<file path="src/rtl/spi_rom_pkg.sv">
// rtl/spi_rom_pkg.sv - shared opcodes, phase lengths and state encoding for the SPI ROM streamer
package spi_rom_pkg;

    localparam logic [7:0] OP_READ      = 8'h03;
    localparam logic [7:0] OP_FAST_READ = 8'h0B;

    localparam int CMD_BITS   = 8;
    localparam int ADDR_BITS  = 24;
    localparam int DUMMY_BITS = 8;

    typedef enum logic [2:0] {
        IDLE,
        CMD,
        ADDR,
        DUMMY,
        DATA,
        FINISH
    } state_t;

endpackage

</file>
<file path="src/rtl/spi_rom_sck_gen.sv">
// rtl/spi_rom_sck_gen.sv - SPI mode-0 clock divider with single-cycle rise/fall/tick strobes
module spi_rom_sck_gen #(
    parameter int CLK_DIV = 2
) (
    input  logic clk,
    input  logic reset,
    input  logic en,
    input  logic allow_rise,
    output logic sck,
    output logic rise,
    output logic fall,
    output logic tick
);

    localparam logic [7:0] TERM = 8'(CLK_DIV - 1);

    logic [7:0] cnt;

    // Strobes mark the clk edge at which sck changes, so users act on the same edge.
    always_comb begin
        tick = en && (cnt == TERM);
        rise = tick && !sck && allow_rise;
        fall = tick && sck;
    end

    always_ff @(posedge clk) begin
        if (reset || !en) begin
            cnt <= '0;
            sck <= 1'b0;
        end else begin
            cnt <= tick ? '0 : cnt + 8'd1;
            if (rise) begin
                sck <= 1'b1;
            end else if (fall) begin
                sck <= 1'b0;
            end
        end
    end

endmodule

</file>
<file path="src/rtl/spi_rom_streamer.sv">
// rtl/spi_rom_streamer.sv - streams bytes from SPI flash (READ 0x03, or FAST_READ 0x0B with SPI_ROM_FAST_READ_EN)
module spi_rom_streamer #(
    parameter int CLK_DIV = 2,
    parameter int ADDR_W  = 22
) (
    input  logic              clk,
    input  logic              reset,
    input  logic              start,
    input  logic [23:0]       base_addr,
    input  logic [ADDR_W-1:0] length,
    output logic              spi_cs_n,
    output logic              spi_sck,
    output logic              spi_mosi,
    input  logic              spi_miso,
    output logic [7:0]        byte_out,
    output logic              byte_strobe,
    output logic              busy,
    output logic              done
);

    import spi_rom_pkg::*;

`ifdef SPI_ROM_FAST_READ_EN
    localparam logic [7:0] OPCODE    = OP_FAST_READ;
    localparam state_t     AFTER_ADDR = DUMMY;
`else
    localparam logic [7:0] OPCODE    = OP_READ;
    localparam state_t     AFTER_ADDR = DATA;
`endif

    localparam logic [4:0] CMD_LAST   = 5'(CMD_BITS - 1);
    localparam logic [4:0] ADDR_LAST  = 5'(ADDR_BITS - 1);
    localparam logic [4:0] DUMMY_LAST = 5'(DUMMY_BITS - 1);

    state_t            state;
    state_t            state_next;
    logic [30:0]       tx_shift;
    logic [6:0]        rx_shift;
    logic [4:0]        bit_cnt;
    logic [ADDR_W-1:0] remaining;

    logic sck_en;
    logic sck_allow_rise;
    logic sck_rise;
    logic sck_fall;
    logic sck_tick;

    logic accept;
    logic zero_start;
    logic phase_end;
    logic byte_done;
    logic finish_exit;

    spi_rom_sck_gen #(
        .CLK_DIV(CLK_DIV)
    ) u_sck_gen (
        .clk       (clk),
        .reset     (reset),
        .en        (sck_en),
        .allow_rise(sck_allow_rise),
        .sck       (spi_sck),
        .rise      (sck_rise),
        .fall      (sck_fall),
        .tick      (sck_tick)
    );

    // FINISH keeps the divider running so the final high phase completes as a full
    // half-period, then one more low half-period elapses before chip select is released.
    assign sck_en         = (state != IDLE);
    assign sck_allow_rise = (state != FINISH);

    always_comb begin
        state_next  = state;
        accept      = 1'b0;
        zero_start  = 1'b0;
        phase_end   = 1'b0;
        byte_done   = 1'b0;
        finish_exit = 1'b0;
        case (state)
            IDLE: begin
                if (start) begin
                    if (length != '0) begin
                        accept     = 1'b1;
                        state_next = CMD;
                    end else begin
                        zero_start = 1'b1;
                    end
                end
            end
            CMD: begin
                if (sck_rise && bit_cnt == CMD_LAST) begin
                    phase_end  = 1'b1;
                    state_next = ADDR;
                end
            end
            ADDR: begin
                if (sck_rise && bit_cnt == ADDR_LAST) begin
                    phase_end  = 1'b1;
                    state_next = AFTER_ADDR;
                end
            end
            DUMMY: begin
                if (sck_rise && bit_cnt == DUMMY_LAST) begin
                    phase_end  = 1'b1;
                    state_next = DATA;
                end
            end
            DATA: begin
                if (sck_rise && bit_cnt[2:0] == 3'd7) begin
                    byte_done = 1'b1;
                    if (remaining == ADDR_W'(1)) begin
                        state_next = FINISH;
                    end
                end
            end
            FINISH: begin
                if (sck_tick && !spi_sck) begin
                    finish_exit = 1'b1;
                    state_next  = IDLE;
                end
            end
            default: begin
                state_next = IDLE;
            end
        endcase
    end

    always_ff @(posedge clk) begin
        if (reset) begin
            state <= IDLE;
        end else begin
            state <= state_next;
        end
    end

    always_ff @(posedge clk) begin
        if (reset) begin
            spi_cs_n    <= 1'b1;
            spi_mosi    <= 1'b0;
            byte_out    <= '0;
            byte_strobe <= 1'b0;
            busy        <= 1'b0;
            done        <= 1'b0;
            tx_shift    <= '0;
            rx_shift    <= '0;
            bit_cnt     <= '0;
            remaining   <= '0;
        end else begin
            byte_strobe <= byte_done;
            done        <= zero_start || finish_exit;
            busy        <= (state_next != IDLE) || finish_exit;

            if (accept) begin
                spi_cs_n  <= 1'b0;
                spi_mosi  <= OPCODE[7];
                tx_shift  <= {OPCODE[6:0], base_addr};
                bit_cnt   <= '0;
                remaining <= length;
            end
            if (finish_exit) begin
                spi_cs_n <= 1'b1;
            end

            if (sck_rise) begin
                bit_cnt  <= phase_end ? 5'd0 : bit_cnt + 5'd1;
                rx_shift <= {rx_shift[5:0], spi_miso};
            end
            if (byte_done) begin
                byte_out  <= {rx_shift, spi_miso};
                remaining <= remaining - ADDR_W'(1);
            end

            // The fall after the last address bit already lands in DUMMY/DATA, parking MOSI low.
            if (sck_fall) begin
                tx_shift <= {tx_shift[29:0], 1'b0};
                spi_mosi <= (state == CMD || state == ADDR) ? tx_shift[30] : 1'b0;
            end
        end
    end

endmodule

</file>
<file path="config.mk">
export PLATFORM = sky130hd
export DESIGN_NAME = spi_rom_streamer
export DESIGN_NICKNAME = d
export VERILOG_FILES = /design/src/rtl/spi_rom_pkg.sv /design/src/rtl/spi_rom_sck_gen.sv /design/src/rtl/spi_rom_streamer.sv
export SDC_FILE = /design/constraint.sdc
export NUM_CORES = 1
export LEC_CHECK = 0
export ABC_AREA = 1
export ABC_CLOCK_PERIOD_IN_PS = 2450
export CAP_MARGIN = 20
export CORE_UTILIZATION = 40
export CTS_BUF_LIST = sky130_fd_sc_hd__clkbuf_4 sky130_fd_sc_hd__clkbuf_8
export CTS_CLUSTER_SIZE = 24
export DETAILED_ROUTE_END_ITERATION = 8
export PLACE_DENSITY = 0.71
export SYNTH_ARGS = -nofsm -noshare
export SYNTH_HDL_FRONTEND = slang
export SYNTH_SLANG_ARGS = --single-unit
</file>
<file path="constraint.sdc">
create_clock -name clk -period 2.45 [get_ports clk]
set_clock_uncertainty 0.2 [all_clocks]
set_input_delay 0.49 -clock clk [delete_from_list [all_inputs] [get_ports clk]]
set_output_delay 0.49 -clock clk [all_outputs]
set_load 0.005 [all_outputs]
</file>
### After elaboration in Yosys (flattened, before gate mapping)

Index checks and enable logic that the tools add are counted.

* flip-flop bits (word level): 90
* input bits: 50
* word-level logic and storage cells: 87

* add/sub/neg operators: 3
* equal/unequal tests: 11
* multiplexer cells: 34
* reductions and logical operators: 25

Operators with widths (number)
* $mux W31: 2
* $mux W22: 2
* $mux W3: 8
* $eq A22 B1 Y1 const B: 1
* $reduce_bool A22 Y1: 1
* $sub A22 B1 Y22 const B: 1
* $pmux W3 S6: 1
* $mux W1: 17
* $mux W5: 3
* $eq A3 B3 Y1 const B: 3
* $add A8 B1 Y8 const B: 1
* $eq A8 B1 Y1 const B: 1
* $reduce_bool A2 Y1: 4
* $reduce_or A2 Y1: 4
* $logic_and A1 B1 Y1: 7
* $eq A3 B2 Y1 const B: 2
* $reduce_bool A3 Y1: 2
* $add A5 B1 Y5 const B: 1
* $eq A5 B3 Y1 const B: 1
* $eq A5 B5 Y1 const B: 1
* $logic_or A1 B1 Y1: 4
* $eq A3 B1 Y1 const B: 1
* $logic_not A3 Y1: 1
* $ne A3 B3 Y1 const B: 1
* other kinds (2): 3

### Longest topological paths before layout

Gate-level depths: netlist of the first run.

* depth after elaboration: 9
* gate-level depth with buffers: 13

### By module

From an unflattened synthesis of the first run, not the netlist that was laid out.

* cells, all modules: 731
* area total of the unflattened synthesis: 4740.8 um^2

Modules (own cells, without submodules)
* spi_rom_streamer: times used 1, cells an instance 655, area an instance 4257.8 um^2, seq. area each 1621.6 um^2
* spi_rom_sck_gen: times used 1, cells an instance 76, area an instance 483.0 um^2, seq. area each 180.2 um^2

### Worst setup path after synthesis of the first run

No wires, ideal clock.

* path type: in2reg
* from: input length[0]
* to: register tx_shift[10]
* library setup time: 0.074 ns
* arrival time: 1.592 ns
* slack: 0.583 ns
* stages: 10
* path through: or2_1 -> nor2_1 -> nand3_1 -> nand2_4 -> inv_2 -> nor2_4 -> buf_6 -> buf_6 -> nand2_1 -> a31oi_1

* word-level cells in the longest chain between the ends: 5

Ends and longest elaborated chain
* start: declaration: line spi_rom_streamer.sv:10 `input logic [ADDR_W-1:0] length,`
* $reduce_bool A22 Y1: line spi_rom_streamer.sv:82 `if (length != '0) begin`
* $mux W1: line spi_rom_streamer.sv:82
* $mux W1: line spi_rom_streamer.sv:81 `if (start) begin`
* $mux W1: line spi_rom_streamer.sv:79 `case (state)`
* $reduce_bool A2 Y1 (no line)
* end signal: assignment: line spi_rom_streamer.sv:156 `tx_shift <= {OPCODE[6:0], base_addr};`
* end signal: assignment: line spi_rom_streamer.sv:175 `tx_shift <= {tx_shift[29:0], 1'b0};`
* end: declaration: line spi_rom_streamer.sv:37 `logic [30:0] tx_shift;`

No other way between the ends.
A chain may end at the register's enable or synchronous reset.

### Worst setup path in the final report of the first run

* from: register u_sck_gen.cnt[0]
* to: register remaining[3]

* word-level cells in the longest chain between the ends: 8
* elaborated cells on any way between the ends: 9
* classes of those cells: 1 x eq/ne; 3 x mux; 5 x reduce/logical

Ends and longest elaborated chain
* start: declaration: line spi_rom_sck_gen.sv:17 `logic [7:0] cnt;`
* start signal: assignment: line spi_rom_sck_gen.sv:31 `cnt <= tick ? '0 : cnt + 8'd1;`
* $eq A8 B1 Y1 *: line spi_rom_sck_gen.sv:21 `tick = en && (cnt == TERM);`
* $logic_and A1 B1 Y1 *: line spi_rom_sck_gen.sv:21
* $logic_and A1 B1 Y1 * (2 in series): line spi_rom_sck_gen.sv:22 `rise = tick && !sck && allow_rise;`
* $logic_and A1 B1 Y1 *: line spi_rom_streamer.sv:109 `if (sck_rise && bit_cnt[2:0] == 3'd7) begin`
* $mux W1 *: line spi_rom_streamer.sv:109
* $mux W1 *: line spi_rom_streamer.sv:79
* $mux W22 or $reduce_bool A2 Y1 (tied branches)
* end signal: assignment: line spi_rom_streamer.sv:158 `remaining <= length;`
* end signal: assignment: line spi_rom_streamer.sv:170 `remaining <= remaining - ADDR_W'(1);`
* end: declaration: line spi_rom_streamer.sv:40 `logic [ADDR_W-1:0] remaining;`

Mark *: on every way between the ends. The rest lies on a longest branch, timed or not.

==> results of run 1 <==
cell usage in the layout, fill, tap and decap left out, types with 6 or more instances in the layout:
master	n
nor3_1	10
a21oi_1	41
dfxtp_1	90
nand3_1	28
o21ai_0	29
inv_1	57
buf_4	15
ha_1	6
clkdlybuf4s50_1	62
a31oi_1	28
clkbuf_8	9
nand2_1	197
nor2_1	69
nand4_1	9
xor2_1	10
cells by family after synthesis:
logic type / share of synthesized area [%]
fa+ha+maj: 1.692
flops: 40.60
xor+xnor: 2.566
compound gates: 13.50
buf+inv: 8.289
simple gates: 33.35
through the flow:
stage / utilization, % / power [mW] / setup TNS, ns
finish: 50.55 / 3.194 / 0
global route: 50.55 / 3.344 / 0
CTS: 50.55 / 3.213 / 0
detailed placement: 48.45 / 2.068 / -0.2670
global placement: 48.45 / 2.060 / -0.01971
floorplan: - / 1.881 / 0
area by class of cell:
class | count | share of cell area (%)
Multi-Input combinational cell | 466 | 41.39
Sequential cell | 90 | 32.88
Timing Repair Buffer | 80 | 14.20
Inverter | 61 | 4.178
Tap cell | 140 | 3.196
Clock buffer | 10 | 2.397
Clock inverter | 6 | 1.758
worst max-delay path, stage by stage, from the launching register on:
cell and delay [ns]:
dfxtp_1 0.39, ha_1 0.18, nand2_1 0.09, nor2_4 0.16
nand3_2 0.17, nor2_4 0.33, buf_4 0.26, nand2_1 0.06
o21ai_0 0.07, nand2_1 0.06, a21oi_1 0.13
worst min-delay path by stage:
stage	endpoint	slack (ns)	from
2_1_floorplan	byte_out[7]$_SDFFE_PP0P_	0.23	rx_shift[6]$_SDFFE_PP0P_
3_3_place_gp	rx_shift[6]$_SDFFE_PP0P_	0.25	rx_shift[6]$_SDFFE_PP0P_
3_5_place_dp	byte_out[7]$_SDFFE_PP0P_	0.25	rx_shift[6]$_SDFFE_PP0P_
4_1_cts	rx_shift[6]$_SDFFE_PP0P_	0.27	rx_shift[6]$_SDFFE_PP0P_
5_1_grt	rx_shift[6]$_SDFFE_PP0P_	0.27	rx_shift[6]$_SDFFE_PP0P_
6_report	rx_shift[6]$_SDFFE_PP0P_	0.27	rx_shift[6]$_SDFFE_PP0P_
registers in the layout, summed over array words and instances, names as in the netlist, 3 cells and up:
| name | cells |
|---|---|
| rx_shift | 7 |
| byte_out | 8 |
| bit_cnt | 5 |
| remaining | 22 |
| state | 3 |
| tx_shift | 31 |
| u_sck_gen.cnt | 8 |
synthesized netlist by cell type:
library cell	count	area, um^2
nand2_1	197	739.5
dfxtp_1	90	1802
nor2_1	69	259.0
inv_1	57	214.0
a21oi_1	41	205.2
o21ai_0	29	145.1
a31oi_1	28	175.2
nand3_1	28	140.1
nor3_1	10	50.05
xor2_1	10	87.58
buf_2	9	45.04
nand4_1	9	56.30
clkbuf_1	8	30.03
ha_1	6	75.07
nand3b_1	5	37.54
nor2_4	5	56.30
o211ai_1	5	37.54
inv_2	4	15.01
a211oi_1	3	22.52
buf_4	3	22.52
buf_6	3	33.78
xnor2_1	3	26.28
buf_1	2	7.510
nand2_2	2	12.51
nor2_2	2	12.51
nor3b_1	2	15.01
or2_2	2	12.51
and3_1	1	6.260
nand2_4	1	11.26
nand3_2	1	10.01
nand3_4	1	17.52
nand4_4	1	21.27
nor3_2	1	10.01
nor4_1	1	6.260
o21a_1	1	7.510
o22ai_1	1	6.260
or2_1	1	6.260
metal layers:
metal	wire length [um]	track usage, %
met2	5054	32.26
met3	494	2.119
met4	197	6.849
met1	5131	26.97
met5	0	0
power by group:
group | total, mW | internal [mW] | switching, mW
clock network | 1.15 | 0.599 | 0.554
logic | 0.474 | 0.212 | 0.262
registers | 1.57 | 1.52 | 0.0457
total | 3.19 | 2.33 | 0.861
==> results.py, run 1 <==
metrics = {
    "route": {
        "routed-via-count": 4310,
        "drc": 0,
        "wl_per_cell_um": 12.75,
        "first_pass_iters": 5,
        "vias_per_cell": 5.053,
        "drt-initial-drc-count": 272,
        "drt-total-wl_um": 10880,
        "postRouteAntennaNets": 0,
    },
    "synthesis": {
        "synth_cell_type_count": 37,
        "syn_avg_cell_area_um2": 6.913,
        "yosys_warnings": 0,
        "synth_cells": 642,
        "ys_seq_elements": 90,
        "syn_nets": 698,
        "ys_seq_area_share_pct": 40.60,
        "synth_area_mm2": 0.004438,
    },
    "global_routing": {
        "antenna_found_initial": 0,
        "grt_usage_pct": 19.73,
        "grt_pass1_vias": 3910,
        "overflow": 0,
        "grt_max_degree": 36,
        "grt_pass1_wl_um": 18170,
    },
    "setup_path": {
        "r2r_start": "u_sck_gen.cnt[0]$_SDFF_PP0_",
        "critPathMaxFanout": 14,
        "critPathKind": "reg -> reg",
        "startpoint": "u_sck_gen.cnt[0]$_SDFF_PP0_",
        "required_ns": 2.53,
        "worstSetupEndpoint": "remaining[3]$_SDFFE_PP0P_",
        "startpoint_type": "register",
        "endpoint_kind": "register",
        "timing.rr.end": "remaining[3]$_SDFFE_PP0P_",
        "reg2reg_depth": 10,
        "arrival_ns": 2.25,
        "rrSetupSlack_ns": 0.29,
    },
    "sta": {
        "setup_slack_ns": 0.2871,
        "fmax_mhz": 462.4,
        "period_needed_ns": 2.163,
        "fin_hold_ws_ns": 0.2675,
        "rsz0062_at_grt": "false",
        "hold_violations": 0,
        "slew_headroom_pct": 68.57,
        "period_share_pct": 88.28,
        "drv_slew": 0,
        "worst_pin_slew_ns": 0.4678,
        "setup_viol": 0,
    },
    "place": {
        "gp_congestion": 0.9132,
        "placed_cells": 837,
        "dp_slack_ns": -0.04367,
        "numPortBuffers": 63,
        "hpwl_um": 8050,
        "place_area_mm2": 0.005253,
    },
    "cells_and_area": {
        "drive_above_1_share_pct": 7.574,
        "final_cells": 853,
        "fillers": 1045,
        "fin_area_mm2": 0.005480,
        "nNetsFinal": 764,
        "multi_input_area_mm2": 0.002268,
        "syn_to_final_growth_pct": 23.48,
        "seqCellArea_mm2": 0.001802,
        "diodes": 0,
    },
    "clock_tree": {
        "cts_root_buf": "clkbuf_8",
        "clock_latency_ns": 0.35,
        "tritoncts": "built",
        "clock-sinks": 90,
        "cts_hold_buffers": 0,
        "clockBufferDepth": 2,
        "cts_resized": 0,
        "htreeDepth": 3,
        "numCtsBuffers": 9,
        "cts_setup_buffers": 0,
        "clk_pin_slew_worst_paths_ns": 0.09,
    },
    "floorplan": {
        "design.die.area_mm2": 0.01152,
        "die_y_um": 107.3,
        "ioPinCount": 64,
        "die_w_um": 107.3,
        "start_util_pct": 40.94,
        "coreArea_mm2": 0.01084,
        "rows": 38,
    },
    "flow_run": {
        "drv_cap": 0,
    },
    "hold_path": {
        "worstHoldPathCells": 2,
        "hold_path_class": "reg -> reg",
    },
    "power": {
        "power_density_mw_per_mm2": 582.8,
        "leakage_nw": 2.210,
        "ir_worst_vdd_mv": 0.3645,
    },
    "status": {
        "status": "finished, final reports clean",
    },
}
No activity file was read; power rests on OpenSTA's default activity.
==> run 2: changes to the inputs <==
--- a/config.mk
+++ b/config.mk
@@ -15,4 +15,5 @@
 export PLACE_DENSITY = 0.71
 export SYNTH_ARGS = -nofsm -noshare
 export SYNTH_HDL_FRONTEND = slang
+export SYNTH_HIERARCHICAL = 1
 export SYNTH_SLANG_ARGS = --single-unit
==> run 2 against run 1 <==
Effect of this change:
- clock-buffer cell count up 1
- sequential cell count unchanged
- global-route usage down 0.81 points
==> results.py, run 2 <==
metrics = {
    "cells_and_area": {
        "drive_above_1_share_pct": 9.181,
        "diodes": 0,
        "nNetsFinal": 857,
        "finalCoreUtilization_pct": 51.13,
        "final_cells": 949,
        "regMostFlops": "tx_shift",
        "final_common_cell": "nand2_1",
        "layout_top_registers": "tx_shift (31), remaining (22)",
        "largest_reg_flops": 31,
        "mostFrequentLayoutCells": "nand2_1 (164), nor2_1 (128), nand3_1 (102), dfxtp_1 (88), inv_1 (78)",
        "syn_to_final_growth_pct": 23.67,
    },
    "sta": {
        "slew_headroom_pct": 70.61,
        "hold_violations": 0,
        "period_needed_ns": 2.329,
        "tns_ns": 0,
        "period_share_pct": 95.06,
        "drv_slew": 0,
        "fmax_mhz": 429.4,
        "setup_viol": 0,
        "worst_pin_slew_ns": 0.4404,
        "rsz0062_at_grt": "true",
    },
    "floorplan": {
        "design.die.area_mm2": 0.01229,
        "rows": 39,
        "die_y_um": 110.9,
        "ioPinCount": 64,
        "coreArea_mm2": 0.01147,
        "die_w_um": 110.9,
        "start_util_pct": 41.34,
    },
    "clock_tree": {
        "clk_pin_slew_worst_paths_ns": 0.09,
        "tritoncts": "built",
        "cts_root_buf": "clkbuf_8",
        "numCtsBuffers": 9,
        "clock-sinks": 90,
        "htreeDepth": 3,
        "clockBufferDepth": 2,
        "cts_hold_buffers": 0,
        "clock_latency_ns": 0.37,
    },
    "route": {
        "top_layer": "met4",
        "met3_length_um": 469,
        "routed-via-count": 4685,
        "drt-total-wl_um": 11490,
        "drc": 0,
        "postRouteAntennaNets": 0,
        "vias_per_cell": 4.937,
        "wl_per_cell_um": 12.11,
        "first_pass_iters": 7,
        "met1_length_um": 5409,
        "drt-initial-drc-count": 340,
        "wl_met2_um": 5465,
    },
    "setup_path": {
        "critPathMaxFanout": 9,
        "rrSetupSlack_ns": 0.12,
        "r2r_start": "u_sck_gen/cnt[0]$_SDFF_PP0_",
        "worstSetupEndpoint": "remaining[2]$_SDFFE_PP0P_",
        "required_ns": 2.51,
        "critPathKind": "reg -> reg",
        "timing.rr.end": "remaining[2]$_SDFFE_PP0P_",
        "startpoint_type": "register",
        "startpoint": "u_sck_gen/cnt[0]$_SDFF_PP0_",
        "endpoint_kind": "register",
        "arrival_ns": 2.39,
        "reg2reg_depth": 14,
    },
    "place": {
        "hpwl_um": 8005,
        "placed_cells": 926,
        "gp_congestion": 0.8798,
        "numPortBuffers": 63,
    },
    "synthesis": {
        "ys.flop_type": "dfxtp_1",
        "synth_edf_count": 0,
        "async_flop_share_pct": 0,
        "synth_area_mm2": 0.004741,
        "yosys_warnings": 6,
        "synth_top_area_share_pct": 38.00,
        "yosysMostFrequentCell": "nand2_1",
        "syn_avg_cell_area_um2": 6.485,
        "syn_nets": 787,
        "ys_seq_area_share_pct": 38.00,
        "yosysTopAreaCell": "dfxtp_1",
        "synth_area_leaders": "dfxtp_1 (38%), nand2_1 (13%), nand3_1 (11%)",
        "ys_seq_elements": 90,
        "synth_cells": 731,
        "synth_cell_type_count": 32,
        "synthTopCellsByCount": "nand2_1 (166), nor2_1 (132), nand3_1 (102)",
    },
    "global_routing": {
        "grt_max_degree": 34,
        "antenna_found_initial": 0,
        "grt_usage_pct": 18.92,
        "grt_pass1_vias": 4170,
        "grt_pass1_wl_um": 19090,
        "overflow": 0,
    },
    "hold_path": {
        "hold_path_class": "reg -> reg",
    },
    "flow_run": {
        "drv_cap": 0,
    },
    "power": {
        "ir_worst_vdd_mv": 0.3688,
        "leakage_nw": 2.731,
        "power_density_mw_per_mm2": 513.1,
    },
    "status": {
        "status": "finished, final reports clean",
    },
}
run 2: area by class of cell:
cell class | count | area (um^2)
Timing Repair Buffer | 94 | 877.1
Multi-Input combinational cell | 526 | 2520
Clock buffer | 11 | 145.1
Clock inverter | 5 | 30.03
Inverter | 80 | 307.8
Fill cell | 1139 | 5604
Tap cell | 143 | 178.9
Sequential cell | 90 | 1804
run 2: worst min-delay path by stage:
stage	startpoint	cells past startpoint	end
after detailed placement	tx_shift[25]$_SDFFE_PP0P_	2	tx_shift[25]$_SDFFE_PP0P_
after floorplan	tx_shift[25]$_SDFFE_PP0P_	2	tx_shift[25]$_SDFFE_PP0P_
after global routing	tx_shift[29]$_SDFFE_PP0P_	2	tx_shift[30]$_SDFFE_PP0P_
after global placement	tx_shift[24]$_SDFFE_PP0P_	2	tx_shift[24]$_SDFFE_PP0P_
after CTS	tx_shift[29]$_SDFFE_PP0P_	2	tx_shift[30]$_SDFFE_PP0P_
final	tx_shift[27]$_SDFFE_PP0P_	2	tx_shift[28]$_SDFFE_PP0P_
run 2: what timing repair did:
action / 4_1_cts / 5_1_grt
resized for setup: 1 / 17
pin swaps: 0 / 1
setup buffers: 0 / 7
setup endpoints to repair: 1 / 28
run 2: per-layer routing:
layer	vias to the layer above	track usage, %
met3	13	4.155
met4	0	5.422
li1	2475	-
met5	-	0
met1	2092	24.80
met2	105	31.14
run 2: per-stage QoR:
stage,total power [mW],worst slack (ns),hold slack [ns],cell area (um^2)
after floorplan,1.926,0.2313,0.2276,4741
after CTS,3.037,0.02626,0.2642,5747
after global routing,3.194,-0.04671,0.2870,5863
after detailed placement,2.109,-0.2093,0.2510,5569
after global placement,2.105,-0.1687,0.2446,5569
final,3.008,0.1210,0.2552,5863
run 2: where the power goes:
group,switching (mW),total (mW),leakage (nW),internal (mW)
clock,0.523,0.925,0.0885,0.402
sequential,0.0486,1.58,0.736,1.53
combinational,0.288,0.508,1.91,0.219
total,0.860,3.01,2.73,2.15
run 2: cell families (layout without fill, tap and decap cells):
kind of cell / after synthesis / in the layout / share of synthesized area [%]
AOI/OAI and AO/OA: 60 / 60 / 6.809
xor gates and xnor gates: 9 / 9 / 1.663
adders and majority gates: 6 / 6 / 1.583
buffers and inverters: 115 / 190 / 10.06
DFF: 90 / 90 / 38.00
and+or+nand+nor: 451 / 451 / 41.88
run 2: critical path, cell delays in order, from the launching register on:
cell        delay, ns
dfxtp_1          0.35
ha_1             0.15
nand2_1          0.04
inv_1            0.04
nand2_1          0.05
inv_1            0.09
nand2_4          0.08
nor3_4           0.14
nand2_2          0.10
nor2_4           0.15
clkinvlp_4       0.15
buf_2            0.21
buf_4            0.18
o21ai_0          0.21
nor3_2           0.06
